==> src/rtl/commit_arbiter.sv <==
// Commit stage: per-channel result FIFOs, rotating-priority single-write arbiter
// into the ROB with empty-FIFO bypass, and register-address forwarding to issue.
module commit_arbiter #(
  parameter int CHANNELS   = 3,
  parameter int DEPTH      = 4,
  parameter int DATA_WIDTH = 32,
  parameter int TAG_WIDTH  = 6,
  parameter int FWD_PORTS  = 2
) (
  input  logic                                 clk_i,
  input  logic                                 rst_n_i,
  input  logic                                 flush_i,
  input  logic                                 stall_i,
  output logic                                 stall_o,
  input  logic [CHANNELS-1:0]                  valid_i,
  input  logic [CHANNELS-1:0][DATA_WIDTH-1:0]  result_i,
  input  logic [CHANNELS-1:0][TAG_WIDTH-1:0]   tag_i,
  input  logic [CHANNELS-1:0][4:0]             reg_dest_i,
  input  logic [CHANNELS-1:0]                  exc_i,
  output logic                                 rob_write_o,
  output logic [TAG_WIDTH-1:0]                 rob_tag_o,
  output logic [DATA_WIDTH-1:0]                rob_result_o,
  output logic [4:0]                           rob_reg_dest_o,
  output logic                                 rob_exc_o,
  input  logic [FWD_PORTS-1:0][4:0]            fwd_src_i,
  output logic [FWD_PORTS-1:0][DATA_WIDTH-1:0] fwd_data_o,
  output logic [FWD_PORTS-1:0]                 fwd_valid_o,
  output logic                                 overflow_o
);

  localparam int PW = $clog2(CHANNELS);
  localparam int AW = $clog2(DEPTH);
  localparam int CW = AW + 1;

  logic [DATA_WIDTH-1:0] data_q [CHANNELS][DEPTH];
  logic [DATA_WIDTH-1:0] data_d [CHANNELS][DEPTH];
  logic [TAG_WIDTH-1:0]  tag_q  [CHANNELS][DEPTH];
  logic [TAG_WIDTH-1:0]  tag_d  [CHANNELS][DEPTH];
  logic [4:0]            dst_q  [CHANNELS][DEPTH];
  logic [4:0]            dst_d  [CHANNELS][DEPTH];
  logic                  exc_q  [CHANNELS][DEPTH];
  logic                  exc_d  [CHANNELS][DEPTH];
  logic                  fok_q  [CHANNELS][DEPTH];
  logic                  fok_d  [CHANNELS][DEPTH];
  logic [AW-1:0]         rd_q   [CHANNELS];
  logic [AW-1:0]         rd_d   [CHANNELS];
  logic [AW-1:0]         wr_q   [CHANNELS];
  logic [AW-1:0]         wr_d   [CHANNELS];
  logic [CW-1:0]         cnt_q  [CHANNELS];
  logic [CW-1:0]         cnt_d  [CHANNELS];
  logic [PW-1:0]         ptr_q, ptr_d;
  logic                  ovf_q, ovf_d;

  logic [CHANNELS-1:0] req, pop, byp, push, push_ok, first_w;
  logic                grant_any, wr_en, head_sel;
  logic [PW-1:0]       gnt;

  always_comb begin
    grant_any = 1'b0;
    gnt       = '0;
    for (int j = 0; j < CHANNELS; j++) begin
      req[j]     = (cnt_q[j] != '0) | valid_i[j];
      // only the lowest-index same-cycle writer of a register stays forwardable
      first_w[j] = 1'b1;
      for (int i = 0; i < j; i++)
        if (valid_i[i] && reg_dest_i[i] == reg_dest_i[j]) first_w[j] = 1'b0;
    end
    for (int o = 0; o < CHANNELS; o++) begin
      if (!grant_any && req[(int'(ptr_q) + o) % CHANNELS]) begin
        grant_any = 1'b1;
        gnt       = PW'((int'(ptr_q) + o) % CHANNELS);
      end
    end
    wr_en    = grant_any & ~stall_i & ~flush_i & rst_n_i;
    head_sel = cnt_q[gnt] != '0;
    for (int j = 0; j < CHANNELS; j++) begin
      pop[j]  = wr_en & (gnt == PW'(j)) & (cnt_q[j] != '0);
      byp[j]  = wr_en & (gnt == PW'(j)) & (cnt_q[j] == '0);
      push[j] = valid_i[j] & ~byp[j] & ~flush_i;
    end
  end

  always_comb begin
    rob_write_o    = wr_en;
    rob_tag_o      = '0;
    rob_result_o   = '0;
    rob_reg_dest_o = '0;
    rob_exc_o      = 1'b0;
    if (wr_en) begin
      if (head_sel) begin
        rob_tag_o      = tag_q[gnt][rd_q[gnt]];
        rob_result_o   = data_q[gnt][rd_q[gnt]];
        rob_reg_dest_o = dst_q[gnt][rd_q[gnt]];
        rob_exc_o      = exc_q[gnt][rd_q[gnt]];
      end else begin
        rob_tag_o      = tag_i[gnt];
        rob_result_o   = result_i[gnt];
        rob_reg_dest_o = reg_dest_i[gnt];
        rob_exc_o      = exc_i[gnt];
      end
    end
    stall_o = 1'b0;
    for (int j = 0; j < CHANNELS; j++)
      if (cnt_q[j] >= CW'(DEPTH - 1)) stall_o = 1'b1;
    overflow_o = ovf_q;
  end

  always_comb begin
    for (int k = 0; k < FWD_PORTS; k++) begin
      fwd_valid_o[k] = 1'b0;
      fwd_data_o[k]  = '0;
      if (fwd_src_i[k] != 5'd0 && rst_n_i) begin
        for (int j = 0; j < CHANNELS; j++) begin
          if (!fwd_valid_o[k] && valid_i[j] && reg_dest_i[j] == fwd_src_i[k]) begin
            fwd_valid_o[k] = 1'b1;
            fwd_data_o[k]  = result_i[j];
          end
        end
        for (int c = 0; c < CHANNELS; c++) begin
          for (int o = 0; o < DEPTH; o++) begin
            if (!fwd_valid_o[k] && CW'(o) < cnt_q[c]
                && fok_q[c][rd_q[c] + AW'(o)]
                && dst_q[c][rd_q[c] + AW'(o)] == fwd_src_i[k]) begin
              fwd_valid_o[k] = 1'b1;
              fwd_data_o[k]  = data_q[c][rd_q[c] + AW'(o)];
            end
          end
        end
      end
    end
  end

  always_comb begin
    data_d  = data_q;
    tag_d   = tag_q;
    dst_d   = dst_q;
    exc_d   = exc_q;
    fok_d   = fok_q;
    rd_d    = rd_q;
    wr_d    = wr_q;
    cnt_d   = cnt_q;
    ptr_d   = ptr_q;
    ovf_d   = ovf_q;
    push_ok = '0;
    if (flush_i) begin
      for (int c = 0; c < CHANNELS; c++) begin
        rd_d[c]  = '0;
        wr_d[c]  = '0;
        cnt_d[c] = '0;
        for (int e = 0; e < DEPTH; e++) fok_d[c][e] = 1'b0;
      end
      ptr_d = '0;
      ovf_d = 1'b0;
    end else begin
      for (int c = 0; c < CHANNELS; c++)
        for (int e = 0; e < DEPTH; e++)
          for (int j = 0; j < CHANNELS; j++)
            if (valid_i[j] && dst_q[c][e] == reg_dest_i[j]) fok_d[c][e] = 1'b0;
      for (int c = 0; c < CHANNELS; c++) begin
        if (pop[c]) rd_d[c] = rd_q[c] + 1'b1;
        if (push[c]) begin
          // a same-cycle pop frees the slot, so a full FIFO can still accept
          if (cnt_q[c] == CW'(DEPTH) && !pop[c]) begin
            ovf_d = 1'b1;
          end else begin
            push_ok[c]           = 1'b1;
            data_d[c][wr_q[c]]   = result_i[c];
            tag_d[c][wr_q[c]]    = tag_i[c];
            dst_d[c][wr_q[c]]    = reg_dest_i[c];
            exc_d[c][wr_q[c]]    = exc_i[c];
            fok_d[c][wr_q[c]]    = first_w[c];
            wr_d[c]              = wr_q[c] + 1'b1;
          end
        end
        cnt_d[c] = cnt_q[c] + CW'(push_ok[c]) - CW'(pop[c]);
      end
      if (wr_en) ptr_d = (gnt == PW'(CHANNELS - 1)) ? '0 : gnt + 1'b1;
    end
  end

  always_ff @(posedge clk_i or negedge rst_n_i) begin
    if (!rst_n_i) begin
      for (int c = 0; c < CHANNELS; c++) begin
        rd_q[c]  <= '0;
        wr_q[c]  <= '0;
        cnt_q[c] <= '0;
        for (int e = 0; e < DEPTH; e++) begin
          fok_q[c][e] <= 1'b0;
          dst_q[c][e] <= '0;
        end
      end
      ptr_q <= '0;
      ovf_q <= 1'b0;
    end else begin
      rd_q  <= rd_d;
      wr_q  <= wr_d;
      cnt_q <= cnt_d;
      fok_q <= fok_d;
      dst_q <= dst_d;
      ptr_q <= ptr_d;
      ovf_q <= ovf_d;
    end
  end

  // payload storage is qualified by count, so it needs no reset
  always_ff @(posedge clk_i) begin
    data_q <= data_d;
    tag_q  <= tag_d;
    exc_q  <= exc_d;
  end

endmodule

==> config.mk <==
export PLATFORM = sky130hd
export DESIGN_NAME = commit_arbiter
export DESIGN_NICKNAME = d
export VERILOG_FILES = /design/src/rtl/commit_arbiter.sv
export SDC_FILE = /design/constraint.sdc
export NUM_CORES = 2
export LEC_CHECK = 0
export CAP_MARGIN = 40
export CORE_UTILIZATION = 45
export DETAILED_ROUTE_END_ITERATION = 16
export PLACE_DENSITY_LB_ADDON = 0.08
export SLEW_MARGIN = 20
export SYNTH_ARGS = -nofsm -noshare
export SYNTH_HDL_FRONTEND = slang
export SYNTH_SLANG_ARGS = --single-unit
==> constraint.sdc <==
create_clock -name clk_i -period 9.8 [get_ports clk_i]
set_input_delay 1.96 -clock clk_i [delete_from_list [all_inputs] [get_ports clk_i]]
set_output_delay 1.96 -clock clk_i [all_outputs]
set_load 0.005 [all_outputs]
==> flow_metrics.env <==
export IMPL_leakagePower_nw=18.31
export IMPL_start_util_pct=45.60
export IMPL_p_sw_share_pct=39.40
export IMPL_gp_congestion=1.047
export IMPL_maxUsedRoutingLayer="met5"
export IMPL_fmax_ghz=0.1098
export IMPL_synth_seq_cells=564
export IMPL_ios=262
export IMPL_multi_input_area_um2=27910
export IMPL_grt_usage_pct=43.45
export IMPL_clkPwrFrac_pct=28.5
export IMPL_critPathCaptureType="primary output"
export IMPL_seq_area_um2=16480
export IMPL_clockBufferDepth=3
export IMPL_route_met3_wl_um=31240
export IMPL_insertion_delay_ps=670
export IMPL_ys_top_cells_by_area="edfxtp_1, nand2_1, dfrtp_1"
export IMPL_num_rows=117
export IMPL_nFillCells=9527
export IMPL_synth_area_per_cell_um2=8.866
export IMPL_skew_ps=26.29
export IMPL_vdd_drop_max_mv=0.1895
export IMPL_reg2reg_setup_slack_ps=4230
export IMPL_synthArstFlopShare_pct=17.02
export IMPL_drc=0
export IMPL_slew_violations=0
export IMPL_drive_above_1_share_pct=13.63
export IMPL_antenna_found_initial=9
export IMPL_io_buffers=261
export IMPL_slowest_delay_ps=900
export IMPL_crit_arrival_ps=7150
export IMPL_fin_crit_sh_pct=92.93
export IMPL_status="completed"
export IMPL_met1_length_um=90610
export IMPL_clk_pin_slew_worst_paths_ps=50
export IMPL_setup_viol=0
export IMPL_crit_top_cell="clkdlybuf4s50_1"
export IMPL_synth_top_area_cell="edfxtp_1"
export IMPL_syn_nets=5433
export IMPL_p_int_mw=5.639
export IMPL_hold_buffers=0
export IMPL_worst_setup_path_start_kind="input port"
export IMPL_die_x_um=323.8
export IMPL_cts_made_buffers=70
export IMPL_final_area_um2=53350
export IMPL_cap_violations=0
export IMPL_yosys_warnings=0
export IMPL_wire_per_inst_um=34.58
export IMPL_worst_slew_pin_transition_ps=1016
export IMPL_wirelength_um=232500
export IMPL_power_switching_mw=3.666
export IMPL_worstHoldPathType="reg2reg"
export IMPL_synth_cell_types=96
export IMPL_yosys_area_top_type_share_pct=30.16
export IMPL_grt_pass1_vias=43341
export IMPL_fin_crit_ps=9107
export IMPL_powerDensity_nw_per_um2=174.4
export IMPL_grt_max_degree=179
export IMPL_cp_slowest_cell="clkdlybuf4s50_1"
export IMPL_cp_required_ps=7840
export IMPL_cp_max_fo=152
export IMPL_syn2layout_area_growth_pct=14.50
export IMPL_dieArea_um2=104800
export IMPL_ctsResizeCount=0
export IMPL_cts_sinks=564
export IMPL_core_um2=102200
export IMPL_grt_pass1_wl_um=323700
export IMPL_dr_first_iter_drc_count=7219
export IMPL_pwr_share_comb_pct=34.9
export IMPL_grt_ovfl_total=0
export IMPL_viasPerCell=7.025
export IMPL_dr_pass1_iters=7
export IMPL_nNetsFinal=5470
export IMPL_ys_seq_area_share_pct=35.32
export IMPL_crit_type="in2out"
export IMPL_clk_root_buffer_cell="clkbuf_16"
export IMPL_final_antenna_net_count=0
export IMPL_cts_tree="yes"
export IMPL_wl_met2_um=96190
export IMPL_seqPwrFrac_pct=36.6
export IMPL_dr_total_vias=47221
export IMPL_die_h_um=323.8
export IMPL_hold_violations=0
export IMPL_syn_area_um2=46590
export IMPL_crit_chain="clkdlybuf4s50_1, nor4_1, a21o_1, o221ai_4, buf_12, inv_8, buf_4, nand2_1, a311oi_1, o21ai_0, nand3_1, clkdlybuf4s50_1"
export IMPL_synthFlopType="edfxtp_1"
export IMPL_synthCells=5255
export IMPL_h_tree_depth=3
export IMPL_cts_setup_buffers=0
export IMPL_slew_headroom_pct=31.92
export IMPL_fin_setup_tns_ps=0
export IMPL_dpl_hpwl_um=157200
export IMPL_place_area_um2=50870
export IMPL_rsz0062_at_grt="false"
export IMPL_synth_edf_count=468
[critical path: cells and delay by family]
kind	cells	cell delay, ps
AOI/OAI and AO/OA	4	810
buffers and inverters	5	2990
and+or+nand+nor	3	1060
[power by group through the flow]
stage / clock network (mW) / logic (mW) / registers (mW)
after floorplan: 0 / 2.41 / 2.97
after global placement: 0 / 3.12 / 3.42
after detailed placement: 0 / 3.14 / 3.42
after CTS: 2.66 / 3.16 / 3.37
after global routing: 2.74 / 3.47 / 3.42
final: 2.65 / 3.25 / 3.41
[final timing paths]
| kind | from | endpoint | cells after the start |
|---|---|---|---|
| max | valid_i[2] | rob_result_o[17] | 12 |
| min reg2reg | ptr_q[1] | ptr_q[1] | 2 |
| min in group asynchronous | rst_n_i | fok_q[8] | 1 |
| max in group asynchronous | rst_n_i | rd_q[5] | 3 |
| max reg2reg | ptr_q[0] | data_q[140] | 13 |
| min | ptr_q[1] | ptr_q[1] | 2 |
[registers in the layout, indices dropped and copies added, names as in the netlist, 2 cells and up]
name,flops
fok_q,12
rd_q,6
cnt_q,9
data_q,384
dst_q,60
exc_q,12
ptr_q,2
wr_q,6
tag_q,72
[cell type report]
| class | count | area share (%) |
|---|---|---|
| diodes | 6 | 0.02814 |
| clock buffers | 83 | 3.534 |
| clock inverters | 45 | 0.7341 |
| inverters | 64 | 0.4784 |
| multi-input cells | 4096 | 52.31 |
| flip-flops and latches | 564 | 30.89 |
| well taps | 1368 | 3.208 |
| repair buffers | 496 | 8.820 |
[cells by family (layout without fill, tap and decap cells)]
logic type / Yosys count / after routing / synth area share (%)
compound gates: 1352 / 1352 / 19.83
buf+inv: 595 / 688 / 5.193
xor+xnor: 358 / 358 / 6.730
fa+ha+maj: 31 / 31 / 0.8701
simple gates: 1839 / 1839 / 17.86
mux: 516 / 516 / 14.20
flops: 564 / 564 / 35.32
other cells: 0 / 6 / 0
[per-stage QoR]
| step | hold slack [ps] | util, % | power [mW] | worst slack [ps] | cells |
|---|---|---|---|---|---|
| 6_report | 525.6 | 52.21 | 9.306 | 692.6 | 6722 |
| 4_1_cts | 523.7 | 52.02 | 9.188 | 959.8 | 6705 |
| 3_3_place_gp | 507.6 | 49.58 | 6.533 | 712.4 | 6564 |
| 5_1_grt | 545.7 | 52.20 | 9.627 | 630.5 | 6716 |
| 2_1_floorplan | 472.3 | - | 5.385 | 3313 | 5255 |
| 3_5_place_dp | 511.7 | 49.79 | 6.562 | 957.5 | 6577 |
[synthesized netlist by cell type, types with 64 or more instances]
cell	count
nand2_1	767
edfxtp_1	468
nor2_1	457
clkbuf_1	354
o21ai_0	318
a21oi_1	258
mux2i_1	229
a311oi_1	193
mux2_2	190
xnor2_1	187
xor2_1	171
nand3_1	170
mux4_2	97
dfrtp_1	96
nor3_1	93
buf_2	83
buf_1	82
o211ai_1	79
nor2b_1	66
a211oi_1	64
[layout by cell type (no fill, tap or decap), types with 79 or more instances in the layout]
| cell | instances |
|---|---|
| a21oi_1 | 257 |
| clkdlybuf4s50_1 | 260 |
| edfxtp_1 | 468 |
| nor3_1 | 87 |
| buf_4 | 208 |
| a311oi_1 | 193 |
| dfrtp_1 | 90 |
| mux4_2 | 97 |
| nand2_1 | 767 |
| mux2i_1 | 229 |
| xor2_1 | 171 |
| nor2_1 | 447 |
| xnor2_1 | 187 |
| mux2_2 | 190 |
| nand3_1 | 170 |
| o21ai_0 | 317 |
| o211ai_1 | 79 |
[per-layer routing]
layer	vias to the layer above	GRT usage (%)
met4	14	23.17
met5	-	0.5093
met1	22957	58.86
met3	795	12.15
li1	19706	-
met2	3749	62.56
Note: power is estimated with default switching activity, not from simulation.
